$ cat config.mk
export PLATFORM = sky130hd
export DESIGN_NAME = div_reconstruct
export DESIGN_NICKNAME = d
export VERILOG_FILES = /design/src/rtl/div_reconstruct.sv
export SDC_FILE = /design/constraint.sdc
export NUM_CORES = 1
export LEC_CHECK = 0
export BUFFER_PORTS_ARGS = -buffer_cell sky130_fd_sc_hd__clkbuf_2
export CORE_ASPECT_RATIO = 0.7
export CORE_UTILIZATION = 58
export DETAILED_ROUTE_END_ITERATION = 6
export PLACE_DENSITY_LB_ADDON = 0.2
export SETUP_SLACK_MARGIN = 0.3
export SLEW_MARGIN = 20
export SYNTH_ARGS = -nofsm -noshare
export SYNTH_HDL_FRONTEND = slang
export SYNTH_SLANG_ARGS = --single-unit
$ cat constraint.sdc
create_clock -name clk -period 2.81 [get_ports clk]
set_input_delay 0.4215 -clock clk [delete_from_list [all_inputs] [get_ports clk]]
set_output_delay 0.4215 -clock clk [all_outputs]
set_load 0.02 [all_outputs]
$ cat src/rtl/div_reconstruct.sv
// ---------------------------------------------------------------------------
// div_reconstruct
//   Sequential inverse of the WIDTH-bit divider: rebuilds
//   dividend = quo * divisor + rem with a shift-add multiplier that retires
//   one partial product per clock.  It is used as a MUL-with-addend operation
//   and as a self-check of divider outputs.
//
//   Handshake: start is sampled only in IDLE.  busy is high in RUN and DONE.
//   done pulses for one cycle.  result is valid from that cycle and is held
//   until the next operation completes.
//
//   Latency is fixed: start accepted at edge 0, WIDTH RUN edges follow, done
//   is high in the cycle after edge WIDTH, and the next start can be accepted
//   at edge WIDTH+2 at the earliest.  There is no early termination.
//
// Optional feature (compile-time macro DIVCHK_OVF_EN):
//   When defined, an extra output ovf is present.  It is registered together
//   with result and flags a result that does not fit in WIDTH bits, or an
//   illegal remainder (rem >= divisor, which includes divisor == 0).
//
// Ports
//   clk      in   1          rising-edge clock
//   rst      in   1          asynchronous active-high reset
//   start    in   1          operation request (sampled in IDLE only)
//   quo      in   WIDTH      multiplier (quotient), captured on accept
//   divisor  in   WIDTH      multiplicand, captured on accept
//   rem      in   WIDTH      addend (remainder), captured on accept
//   busy     out  1          high in RUN and DONE
//   done     out  1          one-cycle completion pulse
//   result   out  2*WIDTH    quo*divisor + rem
//   ovf      out  1          only with DIVCHK_OVF_EN
// ---------------------------------------------------------------------------
module div_reconstruct #(
    parameter int WIDTH = 8
) (
    input  logic                 clk,
    input  logic                 rst,
    input  logic                 start,
    input  logic [WIDTH-1:0]     quo,
    input  logic [WIDTH-1:0]     divisor,
    input  logic [WIDTH-1:0]     rem,
    output logic                 busy,
    output logic                 done,
    output logic [2*WIDTH-1:0]   result
`ifdef DIVCHK_OVF_EN
    ,
    output logic                 ovf
`endif
);

    localparam int CNT_W = (WIDTH > 1) ? $clog2(WIDTH) : 1;

    typedef enum logic [1:0] {
        S_IDLE = 2'd0,
        S_RUN  = 2'd1,
        S_DONE = 2'd2
    } state_t;

    state_t                r_state;
    state_t                w_state_next;

    logic [2*WIDTH-1:0]    r_acc;
    logic [2*WIDTH-1:0]    r_mcand;
    logic [WIDTH-1:0]      r_mplier;
    logic [CNT_W-1:0]      r_cnt;
    logic [2*WIDTH-1:0]    r_result;

    logic                  w_accept;
    logic                  w_last;
    logic [2*WIDTH-1:0]    w_acc_next;

    assign w_accept = (r_state == S_IDLE) && start;
    // The final RUN edge is the one that processes multiplier bit WIDTH-1.
    assign w_last   = (r_cnt == CNT_W'(WIDTH - 1));
    // Accumulator is 2*WIDTH wide: (2^W-1)^2 + 2^W-1 < 2^(2W), so no carry out.
    assign w_acc_next = r_mplier[0] ? (r_acc + r_mcand) : r_acc;

    // -----------------------------------------------------------------------
    // FSM state register
    // -----------------------------------------------------------------------
    always_ff @(posedge clk or posedge rst) begin
        if (rst) begin
            r_state <= S_IDLE;
        end else begin
            r_state <= w_state_next;
        end
    end

    // -----------------------------------------------------------------------
    // FSM next-state and handshake outputs
    // -----------------------------------------------------------------------
    always_comb begin
        w_state_next = r_state;
        busy         = 1'b0;
        done         = 1'b0;
        case (r_state)
            S_IDLE: begin
                if (start) begin
                    w_state_next = S_RUN;
                end
            end
            S_RUN: begin
                busy = 1'b1;
                if (w_last) begin
                    w_state_next = S_DONE;
                end
            end
            S_DONE: begin
                busy         = 1'b1;
                done         = 1'b1;
                w_state_next = S_IDLE;
            end
            default: begin
                w_state_next = S_IDLE;
            end
        endcase
    end

    // -----------------------------------------------------------------------
    // Shift-add datapath
    // -----------------------------------------------------------------------
    always_ff @(posedge clk or posedge rst) begin
        if (rst) begin
            r_acc    <= '0;
            r_mcand  <= '0;
            r_mplier <= '0;
            r_cnt    <= '0;
            r_result <= '0;
        end else if (w_accept) begin
            // The remainder seeds the accumulator, so the addend costs no cycle.
            r_acc    <= {{WIDTH{1'b0}}, rem};
            r_mcand  <= {{WIDTH{1'b0}}, divisor};
            r_mplier <= quo;
            r_cnt    <= '0;
        end else if (r_state == S_RUN) begin
            r_acc    <= w_acc_next;
            r_mcand  <= r_mcand << 1;
            r_mplier <= r_mplier >> 1;
            r_cnt    <= r_cnt + 1'b1;
            if (w_last) begin
                r_result <= w_acc_next;
            end
        end
    end

    assign result = r_result;

`ifdef DIVCHK_OVF_EN
    // -----------------------------------------------------------------------
    // Overflow / illegal-remainder flag, judged on the operands captured at
    // start so that inputs may change freely during the run.
    // -----------------------------------------------------------------------
    logic [WIDTH-1:0] r_rem;
    logic [WIDTH-1:0] r_div;
    logic             r_ovf;
    logic             w_ovf_next;

    assign w_ovf_next = (w_acc_next[2*WIDTH-1:WIDTH] != '0) || (r_rem >= r_div);

    always_ff @(posedge clk or posedge rst) begin
        if (rst) begin
            r_rem <= '0;
            r_div <= '0;
            r_ovf <= 1'b0;
        end else if (w_accept) begin
            r_rem <= rem;
            r_div <= divisor;
        end else if ((r_state == S_RUN) && w_last) begin
            r_ovf <= w_ovf_next;
        end
    end

    assign ovf = r_ovf;
`endif

endmodule

**Yosys cells after proc, flatten, opt, wreduce, memory -nomap -nowiden**

Index checks and enable logic that the tools add are counted.

- $add $sub $neg: 2
- $mul: 0
- Div/mod/pow operators: 0
- Order comparisons: 0
- Equality and inequality tests: 5
- Shift-type cells: 0
- Muxes and demuxes: 14
- Bitwise operators: 1
- Reductions and logical operators: 6

Operators with widths:

| cell | count |
|---|---|
| $mux W16 | 5 |
| $add A16 B16 Y16 | 1 |
| $mux W8 | 2 |
| $mux W3 | 2 |
| $mux W2 | 2 |
| $ne A2 B2 Y1 const B | 2 |
| $pmux W2 S2 | 1 |
| $add A3 B1 Y3 const B | 1 |
| $eq A3 B3 Y1 const B | 1 |
| $reduce_and A3 Y1 | 1 |
| $eq A2 B1 Y1 const B | 1 |
| $eq A2 B2 Y1 const B | 1 |
| $logic_not A2 Y1 | 1 |
| $mux W1 | 2 |
| $reduce_and A2 Y1 | 1 |
| $reduce_bool A2 Y1 | 1 |
| $reduce_or A2 Y1 | 1 |
| $logic_and A1 B1 Y1 | 1 |
| $not A1 Y1 | 1 |

- Flip-flop bits (word level): 61
- Latch bits: 0
- Memory bits (writable): 0
- ROM bits: 0
- Word-level logic and storage cells: 34
- Memories: 0

**Longest topological paths before layout**

Gate-level depths: netlist of run 1.

- Depth after elaboration: 4
- Mapped depth: 8
- Mapped depth without buffers: 8

**Least setup slack after synthesis of run 1**

Ideal clock, no wire load.

- Kind: register to register
- From: register r_acc[0]
- To: register r_acc[14]
- Setup time: 0.125 ns
- Arrival time: 2.246 ns
- Slack: 0.439 ns
- Stages on the path, launching flop included: 9
- Buffers on the path: 0
- Clock period less this slack: 2.371 ns
- Cell sequence: dfrtp_1 > ha_1 > fa_1 > a21o_2 > a221oi_4 > o221a_1 > a211oi_1 > or3_1 > nor3b_2

- Longest elaborated chain between the ends: 4

RTL lines:

| what | line | text |
|---|---|---|
| start, declared | 62 | `logic [2*WIDTH-1:0] r_acc;` |
| start signal, assigned | 131 | `r_acc <= {{WIDTH{1'b0}}, rem};` |
| start signal, assigned | 136 | `r_acc <= w_acc_next;` |
| $add A16 B16 Y16 | 76 | `assign w_acc_next = r_mplier[0] ? (r_acc + r_mcand) : r_acc;` |
| $mux W16 | 76 |  |
| $mux W16 | 135 | `end else if (r_state == S_RUN) begin` |
| $mux W16 | 129 | `end else if (w_accept) begin` |

Every way passes these cells. The select of a mux whose other input is x is not followed.
A chain may end at the register's enable or synchronous reset.

**Final worst setup path of run 1**

Same ends and word-level chain as after synthesis.

==> results.sh, run 1 <==
export IMPL_end_kind="flip-flop"
export IMPL_dp_slack_ns=0.309
export IMPL_cpPeakStageDelay_ns=0.39
export IMPL_max_cap_violations=0
export IMPL_io_pins=45
export IMPL_synth_top_family_by_area="compound AO/OA/AOI/OAI gates"
export IMPL_netlist_instances=386
export IMPL_vdd_ir_drop_max_uv=782
export IMPL_ff_latch_area_mm2=0.00153
export IMPL_tns_ns=0
export IMPL_synth_seq_cells=61
export IMPL_multiInputGateArea_mm2=0.00200
export IMPL_syn_num_nets=435
export IMPL_yosys_area_share_adder_pct=7.79
export IMPL_layout_common_cells="61 x dfrtp_1, 58 x nand2_1, 44 x clkbuf_2, 40 x o21ai_0, 34 x mux2i_1"
export IMPL_core_mm2=0.00587
export IMPL_post_route_drc_count=0
export IMPL_grt_pass1_wl_um=13200
export IMPL_hold_viol_final=0
export IMPL_clk_insertion_delay_late_ns=0.35
export IMPL_finalWeightedCongestion=0.938
export IMPL_seq_area_frac_synth_pct=42.0
export IMPL_synthSimpleGateAreaFrac_pct=17.1
export IMPL_fmax_mhz=420
export IMPL_path_class="reg2reg"
export IMPL_relSlewSlack_pct=56.4
export IMPL_die_x_um=96.6
export IMPL_wl_per_cell_um=16.5
export IMPL_critPathSlowestCell="dfrtp_1"
export IMPL_fin_crit_sh_pct=84.8
export IMPL_postLayoutCoreUtil_pct=71.2
export IMPL_ys_flop_type="dfrtp_1"
export IMPL_ctsHoldBuffers=0
export IMPL_cp_top_family="compound AO/OA/AOI/OAI gates"
export IMPL_cts_made_buffers=9
export IMPL_pwr_density_cell_mw_per_mm2=1160
export IMPL_status="finished, final reports clean"
export IMPL_setup_viol=0
export IMPL_initial_core_util_pct=61.9
export IMPL_postRouteAntennaNets=0
export IMPL_drive_gt1_share_pct=20.9
export IMPL_grt_use_total_pct=27.6
export IMPL_grt_pass1_vias=2685
export IMPL_drt_total_wl_um=8420
export IMPL_muxShareOfSynthArea_pct=10.3
export IMPL_worstPathArrival_ns=2.62
export IMPL_io_buffers=44
export IMPL_cts_sinks=61
export IMPL_synth_warnings=0
export IMPL_slew_violations=0
export IMPL_row_count=23
export IMPL_path_cells="ha_2 -> fa_2 -> a21o_2 -> a221oi_4 -> o221a_1 -> a211oi_1 -> or3_1 -> nor3b_2"
export IMPL_cp_depth=8
export IMPL_worstMarginPinSlew_ns=0.653
export IMPL_fillCellCount=476
export IMPL_reg2reg_depth=8
export IMPL_die_area_mm2=0.00659
export IMPL_antenna_found_initial=0
export IMPL_synth_edf_count=0
export IMPL_start_kind="flip-flop"
export IMPL_cts_clk_slew_worst_paths_ns=0.07
export IMPL_crit_buf_inv=0
export IMPL_hold_class="in2async"
export IMPL_dr_pass1_iters=5
export IMPL_diodes=0
export IMPL_layout_setup_ws_ns=0.426
export IMPL_fin_nets=480
export IMPL_drt_iter0_markers=230
export IMPL_synth_compound_area_share_pct=17.3
export IMPL_vias=3074
export IMPL_clock_skew_ns=0.0105
export IMPL_synth_area_mm2=0.00363
export IMPL_area_delta_synth_final_pct=15.1
export IMPL_ctsLongestPathBuffers=2
export IMPL_ys_async_sr_fraction_pct=100
export IMPL_required_ns=3.04
export IMPL_root_buffer="clkbuf_8"
export IMPL_die_h_um=68.2
export IMPL_via_per_inst=6.02
export IMPL_syn_area_per_cell_um2=9.41
export IMPL_min_period_ns=2.38
export IMPL_critical_path_max_fanout=4
export IMPL_cts_tree="yes"
export IMPL_rsz0062_at_grt="false"
export IMPL_grt_max_degree=35
export IMPL_htree_levels=3
export IMPL_globalRouteOverflowTotal=0
export IMPL_cellLeakagePower_nw=2.03
export IMPL_synthDistinctLibCells=51
export IMPL_place_hpwl_um=5960
export IMPL_layout_commonest_cell="dfrtp_1"
export IMPL_synth_xor_area_share_pct=2.41
==> metrics by stage <==
step	area (um2)	power (mW)	hold slack, ns	std cells
CTS	4160	4.81	0.149	509
floorplan	3630	3.33	0.479	386
detailed placement	3960	3.97	0.474	493
finish	4180	4.85	0.132	511
global route	4180	5.19	0.185	511
global placement	3960	3.87	0.464	493
==> path summary, 6_finish.rpt <==
kind / from / to / slack (ns)
min in group clk: quo[7] / r_mplier[7] / 0.27
hold / removal: rst / result[5] / 0.13
setup reg to reg: r_acc[0] / r_acc[14] / 0.43
setup / recovery: r_acc[0] / r_acc[14] / 0.43
hold reg to reg: result[13] / result[13] / 0.49
max in group asynchronous: rst / r_mcand[11] / 2.09
==> kinds of logic after synthesis <==
kind of cell,Yosys count
DFF,61
buffers and inverters,27
AOI/OAI and AO/OA,100
adders and majority gates,22
muxes,37
and+or+nand+nor,129
xor gates and xnor gates,10
==> cell usage after synthesis, types with 3 or more instances <==
library cell / n / share of area (%)
a211oi_1: 5 / 1.0
a21o_1: 8 / 1.7
a21oi_1: 22 / 3.0
a31oi_1: 7 / 1.2
and3_1: 4 / 0.69
buf_1: 5 / 0.52
clkbuf_1: 14 / 1.4
dfrtp_1: 61 / 42
ha_1: 21 / 7.2
inv_1: 4 / 0.41
mux2_2: 3 / 0.93
mux2i_1: 34 / 9.4
nand2_1: 58 / 6.0
nand2b_1: 5 / 0.86
nand3_1: 9 / 1.2
nand3b_1: 5 / 1.0
nor2_1: 24 / 2.5
nor3_1: 4 / 0.55
nor3b_1: 5 / 1.0
o211ai_1: 4 / 0.83
o21ai_0: 40 / 5.5
xnor2_1: 8 / 1.9
==> power breakdown <==
part | switching, mW | internal, mW
combinational | 1.47 | 1.08
sequential | 0.301 | 1.21
clock | 0.389 | 0.414
total | 2.16 | 2.70
==> worst register-to-register path, cell delays in order (launching register included) <==
cell      delay (ns)
dfrtp_1         0.39
ha_2            0.21
fa_2            0.35
a21o_2          0.25
a221oi_4        0.31
o221a_1         0.24
a211oi_1        0.06
or3_1           0.31
nor3b_2         0.15
==> state kept, by name, summed over array words and instances, names as in the netlist <==
| signal | cells |
|---|---|
| r_cnt | 3 |
| r_acc | 16 |
| r_mcand | 16 |
| r_mplier | 8 |
| r_state | 2 |
| result | 16 |
==> per-layer routing <==
metal / track usage [%] / up-vias / part of all wire, %
li1: - / 1472 / -
met4: 8.64 / 0 / 1.7
met2: 38.7 / 119 / 42
met1: 40.9 / 1463 / 49
met3: 7.67 / 20 / 7.7
met5: 0 / - / 0
==> layout make-up <==
| type | count | share of cell area [%] |
|---|---|---|
| sequential | 61 | 36.5 |
| multi-input combinational | 298 | 47.9 |
| clock inverter | 7 | 1.80 |
| inverter | 4 | 0.359 |
| timing repair buffer | 57 | 8.20 |
| tap | 75 | 2.24 |
| clock buffer | 9 | 2.96 |
==> repair_timing <==
item                                    4_1_cts  5_1_grt
buffers inserted                              0        2
pin swaps                                     2        3
cloned                                        0        0
gates resized for setup                       2        1
endpoints found under the setup margin        2        3
No activity file was read; power rests on OpenSTA's default activity.
==> run 2: changes to the inputs <==
- clock period: 2.81 -> 2.3 ns (I/O delays scaled with it)
==> results.sh, run 2 (synthesized netlist as in run 1, its figures left out) <==
export IMPL_status="complete, but fails checks"
export IMPL_violations="setup timing"
export IMPL_initial_core_util_pct=61.9
export IMPL_post_route_drc_count=0
export IMPL_drt_iter0_markers=251
export IMPL_r2r_slack_ns=-0.09
export IMPL_io_buffers=44
export IMPL_place_hpwl_um=5900
export IMPL_core_mm2=0.00587
export IMPL_row_count=23
export IMPL_min_period_ns=2.39
export IMPL_die_h_um=68.2
export IMPL_ctsHoldBuffers=0
export IMPL_hold_viol_final=0
export IMPL_end_kind="flip-flop"
export IMPL_vias=3172
export IMPL_postRouteAntennaNets=0
export IMPL_grt_pass1_wl_um=13300
export IMPL_rsz0062_at_grt="true"
export IMPL_reg2reg_depth=9
export IMPL_timing_rr_start="r_acc[0]"
export IMPL_cellLeakagePower_nw=2.15
export IMPL_numPlacedInstances=506
export IMPL_htree_levels=3
export IMPL_io_pins=45
export IMPL_worstPathArrival_ns=2.67
export IMPL_fin_nets=499
export IMPL_die_x_um=96.6
export IMPL_globalRouteOverflowTotal=0
export IMPL_diodes=0
export IMPL_grt_max_degree=62
export IMPL_ctsLongestPathBuffers=2
export IMPL_dr_pass1_iters=5
export IMPL_finalWeightedCongestion=0.889
export IMPL_layout_common_cells="61 x dfrtp_1, 58 x nand2_1, 44 x clkbuf_2, 37 x o21ai_0, 34 x mux2i_1"
export IMPL_max_cap_violations=0
export IMPL_clock_skew_ns=0.00609
export IMPL_fmax_mhz=419
export IMPL_wl_per_cell_um=16.7
export IMPL_grt_pass1_vias=2752
export IMPL_slew_violations=0
export IMPL_vdd_ir_drop_max_uv=751
export IMPL_area_delta_synth_final_pct=22.4
export IMPL_cts_made_buffers=9
export IMPL_cts_sinks=61
export IMPL_fin_crit_sh_pct=104
export IMPL_layout_commonest_cell="dfrtp_1"
export IMPL_clk_insertion_delay_late_ns=0.34
export IMPL_final_cells=530
export IMPL_relSlewSlack_pct=53.0
export IMPL_finalInstanceArea_mm2=0.00445
export IMPL_antenna_found_initial=0
export IMPL_cts_tree="yes"
export IMPL_critical_path_max_fanout=4
export IMPL_setup_viol=4
export IMPL_worstMarginPinSlew_ns=0.705
export IMPL_die_area_mm2=0.00659
export IMPL_path_class="reg2reg"
export IMPL_required_ns=2.58
export IMPL_layout_setup_ws_ns=-0.0882
export IMPL_grt_use_total_pct=27.6
export IMPL_reg2reg_to="result[10]"
export IMPL_pwr_density_cell_mw_per_mm2=1480
export IMPL_dpl_cell_area_mm2=0.00405
export IMPL_drive_gt1_share_pct=27.7
export IMPL_root_buffer="clkbuf_8"
export IMPL_cts_clk_slew_worst_paths_ns=0.07
export IMPL_power_total_mw=6.59
export IMPL_start_kind="flip-flop"
export IMPL_whs_ns=0.0244
export IMPL_via_per_inst=5.98
export IMPL_drt_total_wl_um=8880
export IMPL_hold_class="in2async"
==> run 2: through the flow <==
stage | TNS [ns] | utilization, % | worst slack [ns]
finish | -0.205 | 75.7 | -0.0882
global placement | -0.0197 | 69.0 | -0.0197
CTS | -0.0486 | 74.0 | -0.0449
floorplan | 0 | - | 0.0213
global route | -0.646 | 75.7 | -0.146
detailed placement | -0.0576 | 69.0 | -0.0569
==> run 2: final cells by class <==
| type | count | area [um2] |
|---|---|---|
| Clock buffer | 9 | 124 |
| Clock inverter | 7 | 75.1 |
| Fill cell | 418 | 1420 |
| Inverter | 4 | 15.0 |
| Multi-Input combinational cell | 298 | 2130 |
| Sequential cell | 61 | 1530 |
| Tap cell | 75 | 93.8 |
| Timing Repair Buffer | 76 | 480 |
==> run 2: worst max-delay path by stage <==
stage              from  cells past startpoint         end
2_1_floorplan  r_acc[0]                      8   r_acc[14]
4_1_cts        r_acc[0]                      8   r_acc[14]
5_1_grt        r_acc[0]                      8   r_acc[14]
3_5_place_dp   r_acc[0]                      8   r_acc[14]
6_report       r_acc[0]                      9  result[10]
3_3_place_gp   r_acc[0]                      8   r_acc[14]
==> run 2: routing by layer <==
layer	vias up	global-route usage (%)	routed length, um
met3	8	7.11	707
li1	1509	-	-
met5	-	0	0
met1	1509	38.7	4060
met2	146	41.6	4040
met4	0	9.01	70
==> run 2: worst max-delay path, stage by stage (launching register included) <==
cell and delay [ns]:
dfrtp_1 0.40, ha_2 0.21, fa_2 0.35, a21o_4 0.22, a221oi_4 0.31, buf_4 0.18
o21ai_2 0.09, a31oi_4 0.19, mux2_4 0.32, nand2_1 0.05
==> run 2: power by group <==
group          internal, mW  switching [mW]
combinational          1.72            2.04
clock                 0.503           0.453
sequential             1.47           0.401
==> run 2: what timing repair did <==
| action | 4_1_cts | 5_1_grt |
|---|---|---|
| pin swaps | 6 | 10 |
| buffers inserted | 3 | 5 |
| endpoints found under the setup margin | 19 | 23 |
| gates resized for setup | 9 | 16 |
